[src/rtl/avl_arb_pkg.sv]
// Shared types and constants for the two-master Avalon-MM memory arbiter.
package avl_arb_pkg;

  localparam int ARB_ADDR_W = 32;
  localparam int ARB_DATA_W = 32;
  localparam int ARB_BE_W   = ARB_DATA_W / 8;

  localparam logic [31:0] ARB_ERR_READDATA = 32'hDEADBEEF;

  typedef enum logic [1:0] {
    IDLE = 2'd0,
    GNT0 = 2'd1,
    GNT1 = 2'd2
  } arb_state_t;

  typedef struct packed {
    logic [ARB_ADDR_W-1:0] address;
    logic                  read;
    logic                  write;
    logic [ARB_DATA_W-1:0] writedata;
    logic [ARB_BE_W-1:0]   byteenable;
  } master_req_t;

  function automatic logic [1:0] grant_of(input arb_state_t s);
    case (s)
      GNT0:    grant_of = 2'b01;
      GNT1:    grant_of = 2'b10;
      default: grant_of = 2'b00;
    endcase
  endfunction

endpackage

[src/rtl/avl_arb_stall_timer.sv]
// Stall watchdog for the arbiter: down-counter reloaded on every new grant,
// flags the cycle on which the slave has stalled TIMEOUT_CYCLES times in a row.
module avl_arb_stall_timer #(
  parameter int TIMEOUT_CYCLES = 256
) (
  input  logic clk,
  input  logic reset,
  input  logic restart,
  input  logic stall,
  output logic expired
);

  localparam int CNT_W = $clog2(TIMEOUT_CYCLES + 1);
  localparam logic [CNT_W-1:0] CNT_LOAD = CNT_W'(TIMEOUT_CYCLES - 1);

  logic [CNT_W-1:0] cnt_q, cnt_d;

  always_comb begin
    cnt_d = cnt_q;
    if (restart) begin
      cnt_d = CNT_LOAD;
    end else if (stall && (cnt_q != '0)) begin
      cnt_d = cnt_q - 1'b1;
    end
  end

  // Terminal count is hit on the stall cycle that finds the counter at zero.
  assign expired = stall && (cnt_q == '0);

  always_ff @(posedge clk) begin
    if (reset) begin
      cnt_q <= CNT_LOAD;
    end else begin
      cnt_q <= cnt_d;
    end
  end

endmodule

[src/rtl/avl_mem_arbiter.sv]
// Round-robin arbiter sharing one Avalon-MM RAM between instruction (m0) and
// data (m1) masters. Define AVL_ARB_TIMEOUT_EN to add the slave stall watchdog.
//
// state | meaning
// IDLE  | no owner, slave sees zeros, both masters stalled
// GNT0  | m0 routed to slave until it completes or drops its request
// GNT1  | m1 routed to slave until it completes or drops its request
module avl_mem_arbiter
  import avl_arb_pkg::*;
#(
  parameter int ADDR_W         = 32,
  parameter int DATA_W         = 32,
  parameter int TIMEOUT_CYCLES = 256
) (
  input  logic                clk,
  input  logic                reset,
  input  logic [ADDR_W-1:0]   m0_address,
  input  logic                m0_read,
  input  logic                m0_write,
  input  logic [DATA_W-1:0]   m0_writedata,
  input  logic [DATA_W/8-1:0] m0_byteenable,
  output logic                m0_waitrequest,
  output logic [DATA_W-1:0]   m0_readdata,
  input  logic [ADDR_W-1:0]   m1_address,
  input  logic                m1_read,
  input  logic                m1_write,
  input  logic [DATA_W-1:0]   m1_writedata,
  input  logic [DATA_W/8-1:0] m1_byteenable,
  output logic                m1_waitrequest,
  output logic [DATA_W-1:0]   m1_readdata,
  output logic [ADDR_W-1:0]   s_address,
  output logic                s_read,
  output logic                s_write,
  output logic [DATA_W-1:0]   s_writedata,
  output logic [DATA_W/8-1:0] s_byteenable,
  input  logic                s_waitrequest,
  input  logic [DATA_W-1:0]   s_readdata,
  output logic [1:0]          grant
`ifdef AVL_ARB_TIMEOUT_EN
  ,
  output logic                timeout_err
`endif
);

  arb_state_t  state_q, state_d;
  logic        last_grant_q, last_grant_d;  // 0 = m0 served last, 1 = m1
  logic [1:0]  grant_q, grant_d;
  master_req_t req0, req1, sel;
  logic        req0_vld, req1_vld;
  logic        tmo_hit;

  always_comb begin
    req0.address    = ARB_ADDR_W'(m0_address);
    req0.read       = m0_read;
    req0.write      = m0_write;
    req0.writedata  = ARB_DATA_W'(m0_writedata);
    req0.byteenable = ARB_BE_W'(m0_byteenable);
    req1.address    = ARB_ADDR_W'(m1_address);
    req1.read       = m1_read;
    req1.write      = m1_write;
    req1.writedata  = ARB_DATA_W'(m1_writedata);
    req1.byteenable = ARB_BE_W'(m1_byteenable);
  end

  assign req0_vld = m0_read | m0_write;
  assign req1_vld = m1_read | m1_write;

`ifdef AVL_ARB_TIMEOUT_EN
  logic tmr_restart;

  assign tmr_restart = (state_q == IDLE) || (state_d != state_q);

  avl_arb_stall_timer #(
    .TIMEOUT_CYCLES(TIMEOUT_CYCLES)
  ) u_stall_timer (
    .clk     (clk),
    .reset   (reset),
    .restart (tmr_restart),
    .stall   (s_waitrequest && (state_q != IDLE)),
    .expired (tmo_hit)
  );

  assign timeout_err = tmo_hit;
`else
  assign tmo_hit = 1'b0;
`endif

  always_comb begin
    state_d      = state_q;
    last_grant_d = last_grant_q;
    unique case (state_q)
      IDLE: begin
        if (req0_vld && req1_vld) begin
          state_d = last_grant_q ? GNT0 : GNT1;
        end else if (req0_vld) begin
          state_d = GNT0;
        end else if (req1_vld) begin
          state_d = GNT1;
        end
      end
      GNT0: begin
        if (!req0_vld) begin
          state_d = IDLE;
        end else if (tmo_hit) begin
          last_grant_d = 1'b0;
          state_d      = IDLE;
        end else if (!s_waitrequest) begin
          // Hand straight over to a waiting m1 so alternation costs no idle cycle.
          last_grant_d = 1'b0;
          state_d      = req1_vld ? GNT1 : IDLE;
        end
      end
      GNT1: begin
        if (!req1_vld) begin
          state_d = IDLE;
        end else if (tmo_hit) begin
          last_grant_d = 1'b1;
          state_d      = IDLE;
        end else if (!s_waitrequest) begin
          last_grant_d = 1'b1;
          state_d      = req0_vld ? GNT0 : IDLE;
        end
      end
      default: state_d = IDLE;
    endcase
    grant_d = grant_of(state_d);
  end

  always_ff @(posedge clk) begin
    if (reset) begin
      state_q      <= IDLE;
      last_grant_q <= 1'b1;
      grant_q      <= 2'b00;
    end else begin
      state_q      <= state_d;
      last_grant_q <= last_grant_d;
      grant_q      <= grant_d;
    end
  end

  assign grant = grant_q;

  always_comb begin
    sel            = '0;
    m0_waitrequest = 1'b1;
    m1_waitrequest = 1'b1;
    m0_readdata    = '0;
    m1_readdata    = '0;
    case (state_q)
      GNT0: begin
        sel            = req0;
        m0_waitrequest = s_waitrequest;
        m0_readdata    = s_readdata;
        if (tmo_hit) begin
          m0_waitrequest = 1'b0;
          m0_readdata    = DATA_W'(ARB_ERR_READDATA);
        end
      end
      GNT1: begin
        sel            = req1;
        m1_waitrequest = s_waitrequest;
        m1_readdata    = s_readdata;
        if (tmo_hit) begin
          m1_waitrequest = 1'b0;
          m1_readdata    = DATA_W'(ARB_ERR_READDATA);
        end
      end
      default: ;
    endcase
  end

  // A master driving read and write together gets only the write forwarded.
  assign s_address    = ADDR_W'(sel.address);
  assign s_read       = sel.read & ~sel.write;
  assign s_write      = sel.write;
  assign s_writedata  = DATA_W'(sel.writedata);
  assign s_byteenable = (DATA_W/8)'(sel.byteenable);

  a_m0_rw_excl: assert property (@(posedge clk) disable iff (reset) !(m0_read && m0_write))
    else $error("m0 read and write asserted together");
  a_m1_rw_excl: assert property (@(posedge clk) disable iff (reset) !(m1_read && m1_write))
    else $error("m1 read and write asserted together");

endmodule

[config.mk]
export PLATFORM = sky130hd
export DESIGN_NAME = avl_mem_arbiter
export DESIGN_NICKNAME = d
export VERILOG_FILES = /design/src/rtl/avl_arb_pkg.sv /design/src/rtl/avl_arb_stall_timer.sv /design/src/rtl/avl_mem_arbiter.sv
export SDC_FILE = /design/constraint.sdc
export NUM_CORES = 1
export LEC_CHECK = 0
export ABC_AREA = 1
export ABC_CLOCK_PERIOD_IN_PS = 2100
export CAP_MARGIN = 10
export CORE_AREA = 5 5 119 121
export DETAILED_ROUTE_END_ITERATION = 10
export DIE_AREA = 0 0 124 126
export PLACE_DENSITY_LB_ADDON = 0.12
export SYNTH_ARGS = -nofsm -noshare
export SYNTH_HDL_FRONTEND = slang
export SYNTH_SLANG_ARGS = --single-unit
export TNS_END_PERCENT = 100
[constraint.sdc]
create_clock -name clk -period 2.1 [get_ports clk]
set_clock_uncertainty 0.2 [all_clocks]
set_input_delay 0.315 -clock clk [delete_from_list [all_inputs] [get_ports clk]]
set_output_delay 0.315 -clock clk [all_outputs]
set_load 0.1 [all_outputs]
==> impl_metrics.tcl <==
set metrics [dict create \
    min_to "last_grant_q" \
    synth_fa_ha_area_share_pct 2.62 \
    cts_buffers 3 \
    crit_type "reg -> out" \
    drc 0 \
    final-hold-violation-count 0 \
    syn_avg_cell_area_um2 4.50 \
    area_growth_pct 312 \
    ys_ff_latch 5 \
    setup_violations 56 \
    rows 42 \
    crit_start "state_q[0]" \
    die_h_um 126 \
    via_per_inst 4.21 \
    clockBufferDepth 2 \
    yosys_warnings 0 \
    ios 313 \
    portBuffers 312 \
    max_freq_ghz 0.463 \
    root_buffer "clkbuf_16" \
    vdd_drop_max_uv 394 \
    clkSlewWorstSetupHoldPaths_ns 0.03 \
    max-slew-margin-rel_pct 80.6 \
    async_flop_share_pct 0 \
    fin_crit_sh_pct 103 \
    dp_hpwl_um 11900 \
    synthDistinctLibCells 18 \
    cp.required_ns 1.58 \
    netlist_area_um2 1910 \
    setup_ws_ns -0.0604 \
    yosysTopAreaCellShare_pct 43.6 \
    finalNetCount 922 \
    power_mw 6.12 \
    initial_core_util_pct 14.7 \
    drv_cap 0 \
    insertion_delay_ns 0.23 \
    syn-num-nets 604 \
    grt_pass1_vias 3932 \
    first_iter_violations 100 \
    grt_overflow 0 \
    report.final.slew_viol_count 0 \
    diodes 0 \
    gp_congestion 0.764 \
    htree_levels 1 \
    cts_tree "yes" \
    synth_most_common_cell "nand2_1" \
    critical_path_arrival_ns 1.65 \
    r2r-end "last_grant_q" \
    synthXorXnorAreaFrac_pct 0 \
    layoutNonFillerInstCount 918 \
    tightest_slew_ns 0.293 \
    syn-instance-count 425 \
    synth_seq_area_share_pct 5.24 \
    critical_path.startpoint_type "register" \
    place_inst 895 \
    fill_cells 1111 \
    antenna_found_initial 0 \
    ys.flop_type "dfxtp_1" \
    whs_path_depth 2 \
    grt_use_total_pct 16.6 \
    cts_num_sinks 5 \
    drive_gt1_share_pct 48.2 \
    worst_r2r_path_depth 9 \
    ant_nets 0 \
    hp-start "last_grant_q" \
    hold_class "reg -> reg" \
    powerDensity_nw_per_um2 777 \
    synth_commonest_cells "nand2_1, inv_1, a21oi_1" \
    grt_pass1_wl_um 20400 \
    leakage_nw 2.87 \
    drtPass1Iterations 6 \
    totalNegativeSetupSlack_ns -1.30 \
    violations "setup timing" \
    worstPathMaxFanout 16 \
    synth_area_leaders "nand2_1, a21oi_1, inv_1" \
    wire_per_inst_um 16.1 \
    synth_compound_area_share_pct 19.1 \
    fin_util_pct 60.6 \
    core_um2 13000 \
    synth_edf_count 0 \
    grt_max_degree 37 \
    status "complete, but fails checks" \
    yosysTopAreaCell "nand2_1" \
    pre_cts_ws_ns 0.104 \
    synthSimpleGateAreaFrac_pct 48.5 \
    dieArea_um2 15600 \
    rsz0062_at_grt "yes" \
    synth_top_family_by_area "simple AND/OR/NAND/NOR gates" \
    min_period_ns 2.16 \
    reg2reg_slack_ns 0.30 \
    worstSetupEndpointType "output port" \
    r2r-start "state_q[1]" \
    dieWidth_um 124 \
    finalWirelength_um 14800 \
    muxShareOfSynthArea_pct 0 \
    vias 3867 \
]
[what timing repair did]
action | CTS | global route
buffers inserted | 10 | 3
hold buffers | 0 | 0
cloned | 3 | 4
setup endpoints to repair | 69 | 90
gates resized for setup | 40 | 58
pin swaps | 36 | 28
[area by class of cell]
| class | instances | area (µm²) | area share [%] |
|---|---|---|---|
| repair buffers | 344 | 5010 | 63.6 |
| multi-input cells | 314 | 2020 | 25.7 |
| inverters | 75 | 438 | 5.56 |
| well taps | 176 | 220 | 2.80 |
| flip-flops and latches | 5 | 108 | 1.37 |
| clock buffers | 4 | 78.8 | 1.00 |
[how the worst max path moves through the flow]
stage                     slack, ns  depth (start not counted)               to
final                         -0.06                          7  s_byteenable[2]
after global routing          -0.12                          7  s_writedata[23]
after CTS                     -0.05                          7     s_address[9]
after detailed placement       0.10                          6    s_address[19]
after global placement         0.13                          6     s_address[7]
after floorplan               -0.31                          5     s_address[0]
[sequential cells by signal, summed over array words and instances, names as in the netlist]
signal        flops
grant             2
state_q           2
last_grant_q      1
[worst max-delay path: stages, from the launching register on]
cell       delay [ns]
dfxtp_4          0.35
inv_4            0.08
ha_4             0.20
buf_8            0.14
clkbuf_16        0.17
nand2_1          0.06
a21oi_2          0.19
buf_12           0.20
[per-layer routing]
layer / global-route usage, % / vias to the layer above / wire (µm)
li1: - / 1899 / -
met1: 15.3 / 1730 / 4710
met2: 32.8 / 214 / 8000
met3: 6.23 / 24 / 1690
met4: 5.09 / 0 / 388
met5: 0 / - / 0
[through the flow]
| step | hold WS (ns) | cell area (µm²) |
|---|---|---|
| 2_1_floorplan | 0.203 | 2510 |
| 3_3_place_gp | 0.256 | 7220 |
| 3_5_place_dp | 0.254 | 7220 |
| 4_1_cts | 0.262 | 7590 |
| 5_1_grt | 0.301 | 7870 |
| 6_report | 0.258 | 7870 |
[kinds of logic after synthesis]
family	count (synthesis)
AND/OR/NAND/NOR	238
AO/OA/AOI/OAI	72
adder cells (fa/ha/maj)	4
flip-flops	5
buffers and inverters	106
[report_power, final]
group | internal [mW] | switching [mW] | total [mW]
combinational | 2.08 | 3.59 | 5.66
clock | 0.252 | 0.0645 | 0.316
sequential | 0.118 | 0.0186 | 0.137
total | 2.45 | 3.67 | 6.12
[layout by cell type, fill, tap and decap left out]
| cell | Yosys | layout |
|---|---|---|
| nand2_1 | 222 | 177 |
| clkdlybuf4s50_1 | 0 | 174 |
| buf_12 | 0 | 148 |
| a21oi_2 | 0 | 40 |
| nand2_2 | 2 | 39 |
| clkinvlp_4 | 0 | 39 |
| a21oi_4 | 0 | 29 |
| inv_2 | 1 | 18 |
| inv_1 | 74 | 15 |
| buf_4 | 6 | 11 |
| nand2_4 | 0 | 8 |
| clkbuf_16 | 0 | 7 |
| nand3_1 | 4 | 4 |
| nor2_1 | 4 | 4 |
| buf_6 | 4 | 4 |
| nand4_1 | 3 | 3 |
| ha_4 | 0 | 3 |
| dfxtp_1 | 5 | 3 |
| inv_4 | 0 | 2 |
| nand3_2 | 2 | 2 |
| dfxtp_4 | 0 | 2 |
| inv_6 | 0 | 1 |
| a211oi_4 | 0 | 1 |
| nor2_2 | 1 | 1 |
| o22ai_1 | 1 | 1 |
| a21oi_1 | 70 | 1 |
| ha_1 | 4 | 1 |
| clkbuf_1 | 5 | 1 |
| bufbuf_16 | 0 | 1 |
| buf_16 | 0 | 1 |
| buf_8 | 0 | 1 |
No activity file was read; power rests on OpenSTA's default activity.
